===== src/rtl/ram_port_arbiter_pkg.sv =====
// Shared types and bus widths for the program/data RAM port arbiter.
package ram_port_arbiter_pkg;

  localparam int ADDR_W = 8;
  localparam int DATA_W = 16;

  // Arbiter ownership state; the encoding is exported unchanged on the owner debug output.
  typedef enum logic [1:0] {
    IDLE    = 2'd0,
    CPU_OWN = 2'd1,
    LD_OWN  = 2'd2
  } arb_state_t;

endpackage


===== src/rtl/ram_port_arbiter_if.sv =====
// Bundle of the CPU port, loader port and RAM-side signals around the arbiter.
// The slave view belongs to the arbiter; the master view is the environment
// (CPU, loader and RAM together).
interface ram_port_arbiter_if;
  import ram_port_arbiter_pkg::*;

  logic              cpu_req;
  logic [ADDR_W-1:0] cpu_addr;
  logic              cpu_w_en;
  logic [DATA_W-1:0] cpu_w_data;
  logic              cpu_gnt;

  logic              ld_req;
  logic [ADDR_W-1:0] ld_addr;
  logic              ld_w_en;
  logic [DATA_W-1:0] ld_w_data;
  logic              ld_lock;
  logic              ld_gnt;

  logic [ADDR_W-1:0] ram_addr;
  logic              ram_w_en;
  logic [DATA_W-1:0] ram_w_data;
  logic [DATA_W-1:0] ram_r_data;

  logic [DATA_W-1:0] r_data;
  logic              cpu_r_valid;
  logic              ld_r_valid;
  logic [1:0]        owner;

  modport slave (
    input  cpu_req, cpu_addr, cpu_w_en, cpu_w_data,
    input  ld_req, ld_addr, ld_w_en, ld_w_data, ld_lock,
    input  ram_r_data,
    output cpu_gnt, ld_gnt,
    output ram_addr, ram_w_en, ram_w_data,
    output r_data, cpu_r_valid, ld_r_valid, owner
  );

  modport master (
    output cpu_req, cpu_addr, cpu_w_en, cpu_w_data,
    output ld_req, ld_addr, ld_w_en, ld_w_data, ld_lock,
    output ram_r_data,
    input  cpu_gnt, ld_gnt,
    input  ram_addr, ram_w_en, ram_w_data,
    input  r_data, cpu_r_valid, ld_r_valid, owner
  );

endinterface


===== src/rtl/ram_port_arbiter_rsp_pipe.sv =====
// One-cycle read tag: remembers which port was granted a read so that the RAM
// data returning next cycle can be flagged as belonging to that port.
module ram_port_arbiter_rsp_pipe (
  input  logic clk,
  input  logic rst_n,
  input  logic cpu_rd_i,
  input  logic ld_rd_i,
  output logic cpu_r_valid_o,
  output logic ld_r_valid_o
);

  logic cpu_rd_q;
  logic ld_rd_q;

  // Capture this cycle's granted reads; reset drops any read in flight.
  always_ff @(posedge clk) begin
    if (rst_n) begin
      cpu_rd_q <= 1'b0;
      ld_rd_q  <= 1'b0;
    end else begin
      cpu_rd_q <= cpu_rd_i;
      ld_rd_q  <= ld_rd_i;
    end
  end

  // A read granted just before reset must not report data during the reset cycle.
  assign cpu_r_valid_o = cpu_rd_q & ~rst_n;
  assign ld_r_valid_o  = ld_rd_q & ~rst_n;

endmodule


===== src/rtl/ram_port_arbiter.sv =====
// Shares one single-port RAM between the CPU and the loader/debug port.
// CPU has priority; the loader gets burst ownership, a starvation escape and a lock.
// Note: rst_n is active-high (1 = reset) despite its name.
module ram_port_arbiter
  import ram_port_arbiter_pkg::*;
#(
  parameter int LD_MAX_BURST = 4,
  parameter int STARVE_LIMIT = 8
) (
  input logic           clk,
  input logic           rst_n,
  ram_port_arbiter_if.slave bus
);

  localparam int BURST_W = $clog2(LD_MAX_BURST + 1);
  localparam int WAIT_W  = $clog2(STARVE_LIMIT + 1);
  localparam logic [BURST_W-1:0] BURST_MAX = BURST_W'(LD_MAX_BURST);
  localparam logic [BURST_W-1:0] BURST_ONE = BURST_W'(1);
  localparam logic [WAIT_W-1:0]  WAIT_MAX  = WAIT_W'(STARVE_LIMIT);
  localparam logic [WAIT_W-1:0]  WAIT_ONE  = WAIT_W'(1);

  arb_state_t         state_q, state_d;
  logic [BURST_W-1:0] burst_cnt_q, burst_cnt_d;
  logic [WAIT_W-1:0]  wait_cnt_q, wait_cnt_d;

  logic cpu_gnt;
  logic ld_gnt;
  logic ld_locked;
  logic ld_wins;
  logic cpu_rd_valid;
  logic ld_rd_valid;

  // State and counter registers.
  always_ff @(posedge clk) begin
    if (rst_n) begin
      state_q     <= IDLE;
      burst_cnt_q <= '0;
      wait_cnt_q  <= '0;
    end else begin
      state_q     <= state_d;
      burst_cnt_q <= burst_cnt_d;
      wait_cnt_q  <= wait_cnt_d;
    end
  end

  // Next ownership and counters follow whichever port actually got the RAM.
  always_comb begin
    if (cpu_gnt) begin
      state_d = CPU_OWN;
    end else if (ld_gnt || ld_locked) begin
      state_d = LD_OWN;
    end else begin
      state_d = IDLE;
    end

    burst_cnt_d = burst_cnt_q;
    if (ld_gnt) begin
      if (state_q != LD_OWN) begin
        burst_cnt_d = BURST_ONE;
      end else if (burst_cnt_q != BURST_MAX) begin
        burst_cnt_d = burst_cnt_q + BURST_ONE;
      end
    end else if (cpu_gnt || state_d == IDLE) begin
      burst_cnt_d = '0;
    end

    wait_cnt_d = wait_cnt_q;
    if (ld_gnt || !bus.ld_req) begin
      wait_cnt_d = '0;
    end else if (wait_cnt_q != WAIT_MAX) begin
      wait_cnt_d = wait_cnt_q + WAIT_ONE;
    end
  end

  // Grant decision and RAM mux; a locked loader owns even the slots it leaves empty.
  always_comb begin
    cpu_gnt   = 1'b0;
    ld_gnt    = 1'b0;
    ld_locked = (state_q == LD_OWN) && bus.ld_lock;
    ld_wins   = ((state_q == LD_OWN) && (burst_cnt_q < BURST_MAX)) ||
                (wait_cnt_q == WAIT_MAX);
    if (!rst_n) begin
      if (ld_locked) begin
        ld_gnt = bus.ld_req;
      end else if (bus.cpu_req && bus.ld_req) begin
        ld_gnt  = ld_wins;
        cpu_gnt = !ld_wins;
      end else begin
        cpu_gnt = bus.cpu_req;
        ld_gnt  = bus.ld_req;
      end
    end

    bus.ram_addr   = bus.cpu_addr;
    bus.ram_w_en   = 1'b0;
    bus.ram_w_data = bus.cpu_w_data;
    if (ld_gnt) begin
      bus.ram_addr   = bus.ld_addr;
      bus.ram_w_en   = bus.ld_w_en;
      bus.ram_w_data = bus.ld_w_data;
    end else if (cpu_gnt) begin
      bus.ram_w_en   = bus.cpu_w_en;
    end
  end

  assign cpu_rd_valid = cpu_gnt & ~bus.cpu_w_en;
  assign ld_rd_valid  = ld_gnt & ~bus.ld_w_en;

  ram_port_arbiter_rsp_pipe u_rsp_pipe (
    .clk           (clk),
    .rst_n         (rst_n),
    .cpu_rd_i      (cpu_rd_valid),
    .ld_rd_i       (ld_rd_valid),
    .cpu_r_valid_o (bus.cpu_r_valid),
    .ld_r_valid_o  (bus.ld_r_valid)
  );

  assign bus.cpu_gnt = cpu_gnt;
  assign bus.ld_gnt  = ld_gnt;
  assign bus.r_data  = bus.ram_r_data;
  assign bus.owner   = state_q;

endmodule


===== src/flat_wrapper.sv =====
// flat-port wrapper written by rule: the top's interface ports become plain ports
module ram_port_arbiter_flat import ram_port_arbiter_pkg::*;
#(
  parameter int LD_MAX_BURST = 4,
  parameter int STARVE_LIMIT = 8
)
  (clk, rst_n, bus_cpu_req, bus_cpu_addr, bus_cpu_w_en, bus_cpu_w_data, bus_ld_req, bus_ld_addr, bus_ld_w_en, bus_ld_w_data, bus_ld_lock, bus_ram_r_data, bus_cpu_gnt, bus_ld_gnt, bus_ram_addr, bus_ram_w_en, bus_ram_w_data, bus_r_data, bus_cpu_r_valid, bus_ld_r_valid, bus_owner);
  ram_port_arbiter_if bus_i ();
  input logic clk;
  input logic rst_n;
  input wire logic [$bits(bus_i.cpu_req)-1:0] bus_cpu_req;
  input wire logic [$bits(bus_i.cpu_addr)-1:0] bus_cpu_addr;
  input wire logic [$bits(bus_i.cpu_w_en)-1:0] bus_cpu_w_en;
  input wire logic [$bits(bus_i.cpu_w_data)-1:0] bus_cpu_w_data;
  input wire logic [$bits(bus_i.ld_req)-1:0] bus_ld_req;
  input wire logic [$bits(bus_i.ld_addr)-1:0] bus_ld_addr;
  input wire logic [$bits(bus_i.ld_w_en)-1:0] bus_ld_w_en;
  input wire logic [$bits(bus_i.ld_w_data)-1:0] bus_ld_w_data;
  input wire logic [$bits(bus_i.ld_lock)-1:0] bus_ld_lock;
  input wire logic [$bits(bus_i.ram_r_data)-1:0] bus_ram_r_data;
  output wire logic [$bits(bus_i.cpu_gnt)-1:0] bus_cpu_gnt;
  output wire logic [$bits(bus_i.ld_gnt)-1:0] bus_ld_gnt;
  output wire logic [$bits(bus_i.ram_addr)-1:0] bus_ram_addr;
  output wire logic [$bits(bus_i.ram_w_en)-1:0] bus_ram_w_en;
  output wire logic [$bits(bus_i.ram_w_data)-1:0] bus_ram_w_data;
  output wire logic [$bits(bus_i.r_data)-1:0] bus_r_data;
  output wire logic [$bits(bus_i.cpu_r_valid)-1:0] bus_cpu_r_valid;
  output wire logic [$bits(bus_i.ld_r_valid)-1:0] bus_ld_r_valid;
  output wire logic [$bits(bus_i.owner)-1:0] bus_owner;
  assign bus_i.cpu_req = bus_cpu_req;
  assign bus_i.cpu_addr = bus_cpu_addr;
  assign bus_i.cpu_w_en = bus_cpu_w_en;
  assign bus_i.cpu_w_data = bus_cpu_w_data;
  assign bus_i.ld_req = bus_ld_req;
  assign bus_i.ld_addr = bus_ld_addr;
  assign bus_i.ld_w_en = bus_ld_w_en;
  assign bus_i.ld_w_data = bus_ld_w_data;
  assign bus_i.ld_lock = bus_ld_lock;
  assign bus_i.ram_r_data = bus_ram_r_data;
  assign bus_cpu_gnt = bus_i.cpu_gnt;
  assign bus_ld_gnt = bus_i.ld_gnt;
  assign bus_ram_addr = bus_i.ram_addr;
  assign bus_ram_w_en = bus_i.ram_w_en;
  assign bus_ram_w_data = bus_i.ram_w_data;
  assign bus_r_data = bus_i.r_data;
  assign bus_cpu_r_valid = bus_i.cpu_r_valid;
  assign bus_ld_r_valid = bus_i.ld_r_valid;
  assign bus_owner = bus_i.owner;
  ram_port_arbiter #(.LD_MAX_BURST(LD_MAX_BURST), .STARVE_LIMIT(STARVE_LIMIT)) u_core (.clk(clk), .rst_n(rst_n), .bus(bus_i));
endmodule

===== config.mk =====
export PLATFORM = sky130hd
export DESIGN_NAME = ram_port_arbiter_flat
export DESIGN_NICKNAME = d
export VERILOG_FILES = /design/src/rtl/ram_port_arbiter_pkg.sv /design/src/rtl/ram_port_arbiter_if.sv /design/src/rtl/ram_port_arbiter_rsp_pipe.sv /design/src/rtl/ram_port_arbiter.sv /design/src/flat_wrapper.sv
export SDC_FILE = /design/constraint.sdc
export NUM_CORES = 1
export LEC_CHECK = 0
export CAP_MARGIN = 20
export CORE_MARGIN = 2
export CORE_UTILIZATION = 30
export CTS_CLUSTER_SIZE = 28
export DETAILED_ROUTE_END_ITERATION = 8
export PLACE_DENSITY = 0.95
export SLEW_MARGIN = 10
export SYNTH_ARGS = -nofsm -noshare
export SYNTH_HDL_FRONTEND = slang
export SYNTH_SLANG_ARGS = --single-unit

===== constraint.sdc =====
create_clock -name clk -period 3.15 [get_ports clk]
set_clock_uncertainty 0.2 [all_clocks]
set_input_delay 0.315 -clock clk [delete_from_list [all_inputs] [get_ports clk]]
set_output_delay 0.315 -clock clk [all_outputs]
set_load 0.01 [all_outputs]

* Word level (Yosys, flattened, before mapping)
Index checks and enable logic that the tools add are counted.
** Word-level totals
- Flip-flop bits (word level) :: 11
** Operators by class
- Magnitude comparators :: 1
- Reductions and logical operators :: 13
- $add $sub $neg :: 2
- Equal/unequal tests :: 6
- Bitwise logic cells :: 7
- Mux-type cells :: 16
** Operators with widths (count)
- 2-to-1 mux 16 bit :: 1
- 2-to-1 mux 3 bit :: 4
- 2-to-1 mux 1 bit :: 8
- 2-to-1 mux 8 bit :: 1
- inequality test 3 bit, second input constant :: 2
- adder 4 x 1 -> 4 bit, second input constant :: 1
- AND 1 bit :: 4
- == test 4 bit, second input constant :: 1
- logical OR 1 bit :: 4
- 2-to-1 mux 2 bit :: 2
- inequality test 4 bit, second input constant :: 1
- adder 3 x 1 -> 3 bit, second input constant :: 1
- logical AND 1 bit :: 3
- < comparator 3 bit, second input constant :: 1
- NOT 1 bit :: 3
- == test 2 bit, second input constant :: 1
- logical NOT 1 bit :: 2
- logical NOT 2 bit :: 1
- inequality test 2 bit, second input constant :: 1
- AND reduction 2 bit :: 1
- nonzero test 2 bit :: 1
- OR reduction 2 bit :: 1

* Depth between registers and ports, before layout
- Depth after elaboration :: 13
- Depth in mapped cells :: 7
- Depth with buffers taken out :: 6

* Modules after synthesis
Synthesis repeated with hierarchy kept, for this count alone.
** Unflattened totals
- Cell total of the unflattened synthesis :: 112
- Area, all modules :: 1038.5 um2
** Modules (own cells, without submodules)
- ram_port_arbiter :: cells each 106, area each 973.4 um2, times used 1
- ram_port_arbiter_rsp_pipe :: cells each 6, area each 65.1 um2, times used 1

* Worst setup path before layout
OpenSTA, ideal clock, no wires.
- Path kind :: register to output
- Start :: register u_core.state_q[1] (netlist: u_core.bus.owner[1])
- End :: output bus_ram_addr[7]
- Data required time :: 2635 ps
- Cell stages (with the launch flop) :: 5
- Slack :: 1015 ps
- Data arrival time :: 1620 ps
- Cell sequence :: dfxtp_1 -> or3b_4 -> a41oi_4 -> clkbuf_8 -> mux2_2
** Between the ends
- Cells in the longest elaborated chain, start to end :: 7
** RTL lines
- start: declaration :: RTL line ram_port_arbiter.sv:22 : arb_state_t state_q, state_d;
- start signal: assignment :: RTL line ram_port_arbiter.sv:40 : state_q <= state_d;
- == test 2 bit * :: RTL line ram_port_arbiter.sv:79, ram_port_arbiter.sv:80
- logical AND 1 bit :: RTL line ram_port_arbiter.sv:80 : ld_wins = ((state_q == LD_OWN) && (burst_cnt_q < BURST_MAX)) ||
- logical OR 1 bit :: RTL line ram_port_arbiter.sv:80
- 2-to-1 mux 1 bit :: RTL line ram_port_arbiter.sv:85 : end else if (bus.cpu_req && bus.ld_req) begin
- 2-to-1 mux 1 bit * :: RTL line ram_port_arbiter.sv:83 : if (ld_locked) begin
- 2-to-1 mux 1 bit * :: RTL line ram_port_arbiter.sv:82 : if (!rst_n) begin
- 2-to-1 mux 8 bit * :: RTL line ram_port_arbiter.sv:97 : if (ld_gnt) begin
- end: declaration :: RTL line flat_wrapper.sv:23 : output wire logic [$bits(bus_i.ram_addr)-1:0] bus_ram_addr;
Mark *: on every way between the ends. The rest lies on a longest branch, timed or not.

* Final worst setup path
- Start :: input bus_ld_lock
- End :: output bus_ram_addr[5]
** Between the ends
- Cells in the longest elaborated chain, start to end :: 4
** RTL lines
- start: declaration :: RTL line flat_wrapper.sv:19 : input wire logic [$bits(bus_i.ld_lock)-1:0] bus_ld_lock;
- logical AND 1 bit :: RTL line ram_port_arbiter.sv:79 : ld_locked = (state_q == LD_OWN) && bus.ld_lock;
- 2-to-1 mux 1 bit :: RTL line ram_port_arbiter.sv:83
- 2-to-1 mux 1 bit :: RTL line ram_port_arbiter.sv:82
- 2-to-1 mux 8 bit :: RTL line ram_port_arbiter.sv:97
Every way passes these cells.

==> run_results.csv <==
group,metric,value,unit
critical_path,crit_arrival,2.50,ns
die,ioPinCount,118,
die,core,0.00331,sq mm
critical_path,timing.critical_path.from_type,"input port",
global_routing,grt_start_max_net_pins,20,
global_routing,first_global_vias,1104,
finish,nNetsFinal,259,
die,initial_core_util,31.2,%
drt,vias,1075,
sta,final_max_slew_viol_count,0,
critical_path,worst_path_most_repeated_cell,"sky130_fd_sc_hd__clkdlybuf4s50_1",
clock_tree,clock_insertion_delay_worst_skew,0.28,ns
critical_path,crit_chain,"clkdlybuf4s50_1 -> nand3b_1 -> a41oi_4 -> buf_4 -> mux2_2 -> clkdlybuf4s50_1",
hold_path,hp-class,"reg -> reg",
logic_synthesis,seq_area_frac_synth,21.3,%
drt,detail_route_met2_wl,1520,um
die,width_of_the_die,62.7,um
place,detailedPlace.worstSlack,0.142,ns
status,status,"complete, no violations",
finish,insertedDiodeCount,0,
logic_synthesis,synthesis.area,0.00103,sq mm
drt,m1WireLength,1090,um
place,gpl.final_weighted_congestion,0.843,
sta,rsz0062_at_grt,"no",
critical_path,cp_slowest_stage_delay,0.52,ns
clock_tree,clock_sinks,11,
finish,num-fill-cells,295,
drt,detail_route.iter0.violations,22,
place,detailedPlacementHpwl,2570,um
sta,fmax,0.332,GHz
logic_synthesis,synth.yosys.warnings,0,
pwr,proportion_of_total_power_due_to_net_switching,25.7,%
clock_tree,holdBufCountCts,0,
clock_tree,cts_max_path_buffers,2,
pwr,p_sw,0.115,mW
critical_path,critical_path_buf_inv_count,3,
clock_tree,cts_resized,0,
drt,antenna_violation_net_count_after_detailed_routing,0,
pwr,power.density_cell_area,243,mW/mm^2
drt,drt-total-wl,2990,um
drt,met3_length,328,um
clock_tree,tritoncts_clock_tree,"built",
sta,slew_headroom,78.8,%
pwr,report.power.total,0.448,mW
pwr,internal_power,0.333,mW
logic_synthesis,syn_inst,110,
drt,detailedRoute.firstPassIterationCount,4,
sta,totalNegativeSetupSlack,0,ns
critical_path,worst-endpoint-required,2.63,ns
critical_path,crit_path_max_fanout,11,
finish,layout-area-overhead-vs-synth,78.8,%
clock_tree,root_buffer,"sky130_fd_sc_hd__clkbuf_4",
die,num_rows,21,
logic_synthesis,synthesis.nets,185,
drt,route.top_layer_used,"met4",
sta,final_critical_period,3.01,ns
global_routing,antenna_found_initial,0,
finish,post-route-util,55.7,%
place,portBuffers,85,
critical_path,setup.reg_to_reg.worst_slack,1.24,ns
sta,hold_viol_final,0,
critical_path,worstSetupPathType,"in -> out",
pwr,power.leakage,0.664,nW
job,max_cap_viol_count,0,
clock_tree,clk_transition_reported_paths,0.06,ns
logic_synthesis,synthesis_stage_register_bit_count,11,
clock_tree,htree_levels,1,
drt,detail_route.wl_per_cell,13.1,um
global_routing,first_pass_grt_wire_length,5040,um
sta,post-route-period-util,95.6,%
sta,worstMarginPinSlew,0.317,ns
pwr,clockPowerShare,21.7,%
pwr,vdd_drop_max,0.0846,mV
critical_path,critical-path-top-delay-family,"buffers and inverters",
pwr,sequentialPowerShare,32.6,%
sta,worst_setup_margin,0.139,ns
drt,drt_drc_violations_left,0,
pwr,combPwrFrac,45.7,%
global_routing,gr-total-overflow,0,
die,die_height,62.7,um
drt,route.detailed.vias_per_inst,4.69,
die,die_area,0.00393,sq mm
logic_synthesis,synth.distinct_cells,26,
global_routing,grt_usage,16.2,%
critical_path,critical-path-slowest-cell,"sky130_fd_sc_hd__clkdlybuf4s50_1",
clock_tree,count_of_buffers_added_by_post_cts_timing_repair_for_setup,0,
finish,share_of_final_layout_standard_cells_stronger_than_drive_strength_1,19.1,%
sta,finalSetupViolations,0,
critical_path,crit_path_end_kind,"primary output",
clock_tree,cts_buffers,3,
logic_synthesis,syn_avg_cell_area,9.38,sq um
## cell usage after synthesis
cell	number	area share [%]
sky130_fd_sc_hd__mux2_2	26	28
sky130_fd_sc_hd__buf_4	16	12
sky130_fd_sc_hd__dfxtp_1	11	21
sky130_fd_sc_hd__a21oi_1	7	3.4
sky130_fd_sc_hd__nor2_1	6	2.2
sky130_fd_sc_hd__nor2b_1	6	3.6
sky130_fd_sc_hd__inv_1	5	1.8
sky130_fd_sc_hd__ha_1	4	4.8
sky130_fd_sc_hd__nand2_1	4	1.5
sky130_fd_sc_hd__nand3b_1	4	2.9
sky130_fd_sc_hd__nand3_1	3	1.5
sky130_fd_sc_hd__buf_6	2	2.2
sky130_fd_sc_hd__o2111ai_1	2	1.7
sky130_fd_sc_hd__xnor2_1	2	1.7
sky130_fd_sc_hd__a22o_1	1	0.85
sky130_fd_sc_hd__a41oi_1	1	0.85
sky130_fd_sc_hd__a41oi_4	1	2.7
sky130_fd_sc_hd__and2_2	1	0.73
sky130_fd_sc_hd__clkbuf_8	1	1.3
sky130_fd_sc_hd__nand2b_1	1	0.61
sky130_fd_sc_hd__nor4_1	1	0.61
sky130_fd_sc_hd__o21ai_0	1	0.48
sky130_fd_sc_hd__or2b_1	1	0.73
sky130_fd_sc_hd__or3_1	1	0.61
sky130_fd_sc_hd__or3b_4	1	1.1
sky130_fd_sc_hd__xor2_1	1	0.85
## logic make-up after synthesis
family,share of synthesized area [%]
mux,28.4
fa+ha+maj,4.85
buf+inv,17.0
compound gates,9.94
xor+xnor,2.55
flops,21.3
simple gates,16.0
## power groups by stage
stage	Combinational (mW)	Clock, mW	Sequential, mW
after floorplan	0.0921	0	0.149
final	0.204	0.0971	0.146
after detailed placement	0.206	0	0.149
after CTS	0.207	0.0988	0.146
after global placement	0.202	0	0.149
after global routing	0.218	0.104	0.147
## sequential cells by signal (all words and copies together), names as in the netlist
register	cells
u_core.u_rsp_pipe.ld_rd_q	1
u_core.wait_cnt_q	4
u_core.burst_cnt_q	3
u_core.bus.owner	2
u_core.u_rsp_pipe.cpu_rd_q	1
## tightest hold or removal path: cells and delay by family, from the launching register on
kind | cells | cell delay [ns]
AOI/OAI and AO/OA | 2 | 0.15
DFF | 1 | 0.33
## layout make-up
type | instances | area, sq um | area share [%]
flip-flops and latches | 11 | 220 | 11.9
well taps | 46 | 57.6 | 3.12
repair buffers | 88 | 886 | 48.0
multi-input cells | 75 | 637 | 34.5
clock buffers | 4 | 26.3 | 1.42
inverters | 5 | 18.8 | 1.02
## metrics by stage
step	hold slack [ns]	std cells	instance area [sq um]
after floorplan	0.184	110	1030
after global placement	0.317	225	1820
after detailed placement	0.319	225	1820
after CTS	0.328	229	1850
after global routing	0.370	229	1850
final	0.323	229	1850
## placed cells by master, fill, tap and decap left out
| cell type | count |
|---|---|
| sky130_fd_sc_hd__nor2_1 | 6 |
| sky130_fd_sc_hd__or3b_4 | 1 |
| sky130_fd_sc_hd__a21oi_1 | 7 |
| sky130_fd_sc_hd__nand2_1 | 4 |
| sky130_fd_sc_hd__dfxtp_1 | 11 |
| sky130_fd_sc_hd__inv_1 | 5 |
| sky130_fd_sc_hd__nor4_1 | 1 |
| sky130_fd_sc_hd__clkbuf_4 | 3 |
| sky130_fd_sc_hd__ha_1 | 4 |
| sky130_fd_sc_hd__or2b_1 | 1 |
| sky130_fd_sc_hd__nor2b_1 | 6 |
| sky130_fd_sc_hd__a41oi_1 | 1 |
| sky130_fd_sc_hd__a22o_1 | 1 |
| sky130_fd_sc_hd__xnor2_1 | 2 |
| sky130_fd_sc_hd__xor2_1 | 1 |
| sky130_fd_sc_hd__a41oi_4 | 1 |
| sky130_fd_sc_hd__nand3_1 | 3 |
| sky130_fd_sc_hd__o2111ai_1 | 2 |
| sky130_fd_sc_hd__mux2_2 | 26 |
| sky130_fd_sc_hd__and2_2 | 1 |
| sky130_fd_sc_hd__clkbuf_1 | 1 |
| sky130_fd_sc_hd__or3_1 | 1 |
| sky130_fd_sc_hd__clkdlybuf4s50_1 | 85 |
| sky130_fd_sc_hd__buf_12 | 1 |
| sky130_fd_sc_hd__nand3b_1 | 4 |
| sky130_fd_sc_hd__nand2b_1 | 1 |
| sky130_fd_sc_hd__o21ai_0 | 1 |
| sky130_fd_sc_hd__buf_4 | 2 |
## path summary, 6_finish.rpt
check,to,cells past startpoint,startpoint
max,bus_ram_addr[5],6,bus_ld_lock
min,u_core.burst_cnt_q[1],2,u_core.burst_cnt_q[1]
max reg2reg,u_core.burst_cnt_q[2],7,u_core.wait_cnt_q[0]
min reg2reg,u_core.burst_cnt_q[1],2,u_core.burst_cnt_q[1]
## per-layer routing
| metal | up-vias | global-route usage, % |
|---|---|---|
| met1 | 493 | 16.4 |
| met2 | 62 | 29.6 |
| met5 | - | 0 |
| li1 | 515 | - |
| met3 | 5 | 5.59 |
| met4 | 0 | 7.78 |
Power figures use the tool's default switching activity.
